File: src/rtl/fetch_buffer.sv
// Instruction-fetch buffer: issues word-aligned reads for accepted PCs and queues in-order {pc, instr} pairs for decode.
// Optional FETCH_BUFFER_DROP_STATS_EN adds a drop_total counter of responses discarded after a flush.
module fetch_buffer #(
  parameter int DEPTH = 4,
  parameter int PTR_W = 2
) (
  input  logic        clk,
  input  logic        reset,
  input  logic [31:0] pc_in,
  input  logic        pc_valid,
  output logic        pc_ready,
  input  logic        flush,
  output logic        mem_req_valid,
  output logic [31:0] mem_req_addr,
  input  logic        mem_req_ready,
  input  logic        mem_rsp_valid,
  input  logic [31:0] mem_rsp_data,
  output logic        out_valid,
  input  logic        out_ready,
  output logic [31:0] out_pc,
  output logic [31:0] out_instr
`ifdef FETCH_BUFFER_DROP_STATS_EN
  ,
  output logic [31:0] drop_total
`endif
);

  localparam int CNT_W = PTR_W + 1;

  logic [31:0]      pc_q    [DEPTH];
  logic [31:0]      instr_q [DEPTH];
  logic [DEPTH-1:0] alloc_q;
  logic [DEPTH-1:0] filled_q;
  logic [PTR_W-1:0] head_q, tail_q, fill_q;
  logic [CNT_W-1:0] count_q, drop_q;

  logic             space, accept, pop, rsp_drop, rsp_fill, flush_drop;
  logic [CNT_W-1:0] unfilled;
  logic [CNT_W:0]   flush_drops;

  // Dropped-but-outstanding responses still occupy memory slots, so they count against space.
  assign space         = ({1'b0, count_q} + {1'b0, drop_q}) < (CNT_W+1)'(DEPTH);
  assign pc_ready      = !reset && space && mem_req_ready && !flush;
  assign mem_req_valid = !reset && pc_valid && space && !flush;
  assign mem_req_addr  = {pc_in[31:2], 2'b00};
  assign accept        = pc_valid && pc_ready;

  assign out_valid = !reset && filled_q[head_q] && !flush;
  assign pop       = out_valid && out_ready;
  assign out_pc    = pc_q[head_q];
  assign out_instr = instr_q[head_q];

  assign rsp_drop = mem_rsp_valid && (drop_q != '0);
  assign rsp_fill = mem_rsp_valid && (drop_q == '0) && (count_q != '0)
                    && alloc_q[fill_q] && !filled_q[fill_q];

  always_comb begin
    unfilled = '0;
    for (int i = 0; i < DEPTH; i++)
      unfilled = unfilled + CNT_W'(alloc_q[i] && !filled_q[i]);
  end

  // A response arriving in the flush cycle belongs to the oldest in-flight request.
  assign flush_drops = {1'b0, drop_q} + {1'b0, unfilled};
  assign flush_drop  = mem_rsp_valid && (flush_drops != '0);

  always_ff @(posedge clk or posedge reset) begin
    if (reset) begin
      alloc_q  <= '0;
      filled_q <= '0;
      head_q   <= '0;
      tail_q   <= '0;
      fill_q   <= '0;
      count_q  <= '0;
      drop_q   <= '0;
      for (int i = 0; i < DEPTH; i++) begin
        pc_q[i]    <= '0;
        instr_q[i] <= '0;
      end
    end else if (flush) begin
      alloc_q  <= '0;
      filled_q <= '0;
      head_q   <= '0;
      tail_q   <= '0;
      fill_q   <= '0;
      count_q  <= '0;
      drop_q   <= flush_drop ? CNT_W'(flush_drops - 1'b1) : CNT_W'(flush_drops);
    end else begin
      if (accept) begin
        pc_q[tail_q]     <= pc_in;
        alloc_q[tail_q]  <= 1'b1;
        filled_q[tail_q] <= 1'b0;
        tail_q           <= tail_q + PTR_W'(1);
      end
      if (rsp_drop)
        drop_q <= drop_q - CNT_W'(1);
      if (rsp_fill) begin
        instr_q[fill_q]  <= mem_rsp_data;
        filled_q[fill_q] <= 1'b1;
        fill_q           <= fill_q + PTR_W'(1);
      end
      if (pop) begin
        alloc_q[head_q]  <= 1'b0;
        filled_q[head_q] <= 1'b0;
        head_q           <= head_q + PTR_W'(1);
      end
      count_q <= count_q + CNT_W'(accept) - CNT_W'(pop);
    end
  end

`ifdef FETCH_BUFFER_DROP_STATS_EN
  always_ff @(posedge clk or posedge reset) begin
    if (reset)
      drop_total <= '0;
    else if (flush ? flush_drop : rsp_drop)
      drop_total <= drop_total + 32'd1;
  end
`endif

endmodule

File: config.mk
export PLATFORM = sky130hd
export DESIGN_NAME = fetch_buffer
export DESIGN_NICKNAME = d
export VERILOG_FILES = /design/src/rtl/fetch_buffer.sv
export SDC_FILE = /design/constraint.sdc
export NUM_CORES = 1
export LEC_CHECK = 0
export CAP_MARGIN = 30
export CORE_MARGIN = 3
export CORE_UTILIZATION = 40
export CTS_CLUSTER_DIAMETER = 150
export DETAILED_ROUTE_END_ITERATION = 8
export MAX_ROUTING_LAYER = met4
export PLACE_DENSITY = 0.66
export RECOVER_POWER = 25
export SYNTH_ARGS = -nofsm -noshare
export SYNTH_HDL_FRONTEND = slang
export SYNTH_SLANG_ARGS = --single-unit
export TNS_END_PERCENT = 5
File: constraint.sdc
create_clock -name clk -period 28.2 [get_ports clk]
set_clock_uncertainty 0.1 [all_clocks]
set_input_delay 4.23 -clock clk [delete_from_list [all_inputs] [get_ports clk]]
set_output_delay 4.23 -clock clk [all_outputs]
set_load 0.01 [all_outputs]
# Word level (Yosys, flattened, before mapping)
# Cells that the tools add are included.
classes:
  magnitude_cmp: 12
  n_mux: 44
  reduce_logical: 42
  n_bitwise: 11
  n_addsub: 12
ops:
  columns: ["operator", "n"]
  rows:
  - ["128-bit bitwise mux", 2]
  - ["32-bit two-way mux", 6]
  - ["32-bit binary-select mux with 2-bit select", 2]
  - ["32-bit demux with 2-bit select", 2]
  - ["4-bit two-way mux", 10]
  - ["1-bit logical AND", 25]
  - ["4-bit AND", 3]
  - ["2-bit two-way mux", 6]
  - ["3-bit two-way mux", 4]
  - ["3-bit greater-or-equal comparator, second input constant", 3]
  - ["2-bit by 3-bit less-than comparator with 1-bit output, second input constant", 3]
  - ["2-bit NOT with 3-bit output", 3]
  - ["3-bit by 3-bit adder with 4-bit output", 2]
  - ["4-bit NOT", 2]
  - ["4-bit bitwise OR", 2]
  - ["2-bit nonzero test", 4]
  - ["1-bit zero test", 7]
  - ["2-bit by 1-bit adder with 2-bit output, second input constant", 3]
  - ["3-bit by 1-bit adder with 3-bit output", 2]
  - ["1-bit binary-select mux with 2-bit select", 3]
  - ["1-bit demux with 2-bit select", 3]
  - ["2-bit by 1-bit greater-or-equal comparator with 1-bit output, second input constant", 3]
  - ["3-bit by 1-bit less-than comparator with 1-bit output, second input constant", 2]
  - ["1-bit two-way mux", 6]
  - ["other kinds (10)", 13]
word_totals:
  inputBits: 71
  out_inout_bits: 99
  word_cells: 136
  ff_bits: 276

# Depth between registers and ports, before layout
depth:
  depth_word: 14
  depth_mapped: 12
  mapped_depth_nobuf: 12

# Least setup slack after synthesis
# Ideal clock, no wire load.
synth_path:
  path_kind: "input -> register"
  start: "in reset"
  end: "reg count_q[2]"
  cell_stages: 11
  required_time_ns: 27.968
  n_path_buf: 1
  setup_ns: 0.132
  path_slack_ns: 15.762
  arrival_ns: 12.206
  path_cell_list: "inv_1 -> and3_1 -> clkbuf_1 -> nor2b_1 -> ha_1 -> inv_1 -> ha_1 -> inv_1 -> fa_1 -> xnor2_1 -> nor2_1"
synth_via:
  elab_chain_len: 8
  elab_cells_between_ends: 11
synth_rtl:
  columns: ["item", "line_no", "rtl"]
  rows:
  - ["start, declared", "8", "input logic reset,"]
  - ["1-bit zero test (no line) *", null, null]
  - ["1-bit logical AND (3 in a row)", "43", "assign pc_ready = !reset && space && mem_req_ready && !flush;"]
  - ["1-bit logical AND", "46", "assign accept = pc_valid && pc_ready;"]
  - ["3-bit by 1-bit adder with 3-bit output", "107", "count_q <= count_q + CNT_W'(accept) - CNT_W'(pop);"]
  - ["3-bit by 1-bit subtractor with 3-bit output *", "107", null]
  - ["3-bit two-way mux *", "80", "end else if (flush) begin"]
  - ["end signal, assigned", "107", null]
  - ["end, declared", "35", "logic [CNT_W-1:0] count_q, drop_q;"]
# Mark *: on every way between the ends. The rest lies on a longest branch, timed or not.
# A chain may end at the register's enable or synchronous reset.

# Worst setup path after layout
layout_path:
  start: "in reset"
  end: "out pc_ready"
layout_via:
  elab_chain_len: 4
layout_rtl:
  columns: ["item", "line_no", "rtl"]
  rows:
  - ["1-bit zero test (no line)", null, null]
  - ["1-bit logical AND (3 in a row)", "43", null]
  - ["end, declared", "11", "output logic pc_ready,"]
# Every way passes these cells.

==> impl_metrics.py <==
metrics = {
    "timing": {
        "slew_headroom": -1.74,
        "hold_viol_final": 0,
        "setup_tns_ns": 0,
        "finalWorstSetupSlack_ns": 17.57,
        "worstMarginPinSlew_ns": 4.09,
        "fin_crit_sh": 0.377,
        "timing.fmax_mhz": 94.1,
        "setup_viol": 0,
        "slew_viol_final": 221,
        "fin_crit_ns": 10.63,
        "rsz0062_at_grt": "false",
    },
    "power_and_ir_drop": {
        "switching_share": 0.235,
        "peakVddDrop_mv": 0.0435,
        "seqPwrFrac": 0.424,
        "net-switching-power_w": 0.000246,
        "clock_power_share": 0.400,
        "p_int_w": 0.000802,
        "combPwrFrac": 0.176,
        "cellLeakagePower_nw": 7.70,
        "power_density_mw_per_mm2": 65.1,
    },
    "clock_network": {
        "ctsHoldBuffers": 0,
        "cts_setup_buffers": 0,
        "clockRootBuffer": "clkbuf_16",
        "worstSkewPairLatency_ns": 0.55,
        "htree_num_levels": 1,
        "cts.sinks": 276,
        "cts_buffers": 30,
        "clk_pin_slew_ns": 0.06,
        "ctsResizeCount": 0,
        "clockBufferDepth": 3,
        "cts_tree": "done",
    },
    "finish": {
        "stdcell_area_sq_mm": 0.0161,
        "areaGrowthSynthToFinish_pct": 20.3,
        "nets": 1036,
        "drive_gt1_frac": 0.406,
    },
    "synthesis": {
        "synth_area_leaders": "dfrtp_1, mux2_4, mux2_2",
        "synth_top_cell_area_share": 0.516,
        "async_flop_share": 1.00,
        "syn_area_sq_mm": 0.0134,
        "synth-edff-count": 0,
        "synthCells": 813,
        "seq_area_frac_synth": 0.516,
        "synth_top_cells_by_count": "dfrtp_1, mux2_2, mux2_4",
        "ys_warn_count": 0,
        "yosysTopAreaCell": "dfrtp_1",
        "yosysMostFrequentCell": "dfrtp_1",
        "ys_ff_latch": 276,
        "synthFlopType": "dfrtp_1",
        "syn_area_per_cell_sq_um": 16.5,
        "ys_types": 42,
    },
    "detailed_routing": {
        "via_per_inst": 5.11,
        "dr.pass1.iters": 4,
        "drc": 0,
        "dr_total_vias": 7189,
        "drt-wirelength-per-cell_um": 19.5,
        "drt_iter0_drc": 304,
        "antenna_left": 0,
        "drt_wl_total_um": 27500,
    },
    "setup_path": {
        "cp.arrival_ns": 6.30,
        "r2r_cells": 11,
        "crit_type": "primary input to output port",
        "cp_data_required_time_ns": 23.87,
        "end_kind": "output port",
        "path_max_fanout": 7,
        "cp-start-kind": "primary input",
    },
    "status": {
        "violations": "capacitance limit, slew limit",
        "outcome": "finished, violations left",
    },
    "global_routing": {
        "grt_overflow": 0,
        "use_met1": 0.214,
        "antenna_found_initial": 1,
        "use_met3": 0.0454,
        "grt_pass1_wl_um": 44600,
        "grt.busiest_layer": "met2",
        "grt_max_degree": 95,
        "met2_usage": 0.247,
        "grt_pass1_vias": 7850,
        "grt_usage": 0.160,
    },
    "floorplanning": {
        "core_sq_mm": 0.0328,
        "initial_core_util": 0.408,
        "dieWidth_um": 189,
        "die_y_um": 189,
        "die_area_sq_mm": 0.0357,
        "rows": 66,
        "io_pins": 170,
    },
    "min_path": {
        "hold_depth": 1,
        "hold_class": "register to register",
    },
    "placement": {
        "placed_cell_area_sq_mm": 0.0150,
        "dpl.hpwl_um": 16400,
        "io_buffers": 167,
        "pre_cts_ws_ns": 17.60,
        "gp_routability_congestion": 0.725,
    },
    "job": {
        "maxCapViolCount": 3,
    },
}
-- stage by stage --
stage	instances	hold WS [ns]	power, W	utilization
final	1407	0.399	0.00105	0.491
after global routing	1407	0.407	0.00110	0.491
after CTS	1406	0.402	0.00106	0.491
after detailed placement	1351	0.388	0.000638	0.459
after global placement	1351	0.382	0.000634	0.459
after floorplan	814	0.374	0.000556	-
-- registers in the layout, summed over array words and instances, names as in the netlist --
signal    count
instr_q     128
pc_q        128
alloc_q       4
filled_q      4
count_q       3
drop_q        3
fill_q        2
head_q        2
tail_q        2
-- cells in the final DEF, fill, tap and decap left out, types with 8 or more instances in the layout --
master | Yosys | final
mux4_2 | 66 | 66
buf_4 | 32 | 8
clkbuf_16 | 0 | 31
dfrtp_1 | 276 | 274
nand2_1 | 9 | 9
nor2_1 | 8 | 8
clkbuf_1 | 17 | 8
inv_1 | 22 | 21
mux2_4 | 112 | 112
ha_1 | 20 | 20
clkbuf_8 | 0 | 9
mux2_2 | 145 | 145
clkdlybuf4s50_1 | 0 | 165
-- final cells by class --
type                    count  area (sq um)
fillers                  2838         16700
flip-flops and latches    276          6910
multi-input cells         433          5720
repair buffers            178          1740
clock buffers              45           918
well taps                 442           553
clock inverters            10           156
inverters                  22          83.8
diodes                      1          2.50
-- metal layers --
layer	routed length [um]	up-vias
li1	-	3214
met1	12500	3769
met2	12600	165
met3	1870	41
met4	522	0
met5	0	-
-- cells by family (layout without fill, tap and decap cells) --
logic type / count (synthesis) / after routing / share of synthesized area
DFF: 276 / 276 / 0.516
xor gates and xnor gates: 6 / 6 / 0.00393
muxes: 325 / 325 / 0.360
buffers and inverters: 105 / 255 / 0.0564
AOI/OAI and AO/OA: 27 / 27 / 0.0156
other: 1 / 3 / 0.000280
and+or+nand+nor: 49 / 49 / 0.0224
adders and majority gates: 24 / 24 / 0.0247
-- final timing paths --
path / startpoint / end / slack [ns]
worst max-delay path: reset / pc_ready / 17.57
worst min-delay path: instr_q[41] / instr_q[41] / 0.40
worst max register to register: head_q[1] / count_q[2] / 24.50
worst min register to register: instr_q[41] / instr_q[41] / 0.40
max in group asynchronous: reset / head_q[1] / 17.79
min in group asynchronous: reset / count_q[1] / 5.28
-- worst max-delay path: stages --
cell and delay (ns):
dlygate4sd3_1 0.58, or4_1 0.64, nor3_1 0.27, clkdlybuf4s50_1 0.58
-- power groups by stage --
stage | Combinational, W | Clock (W) | Sequential, W
after CTS | 0.000188 | 0.000432 | 0.000445
after global placement | 0.000184 | 0 | 0.000450
after floorplan | 0.000111 | 0 | 0.000445
after global routing | 0.000200 | 0.000448 | 0.000448
final | 0.000185 | 0.000419 | 0.000445
after detailed placement | 0.000187 | 0 | 0.000451
Power figures use the tool's default switching activity.
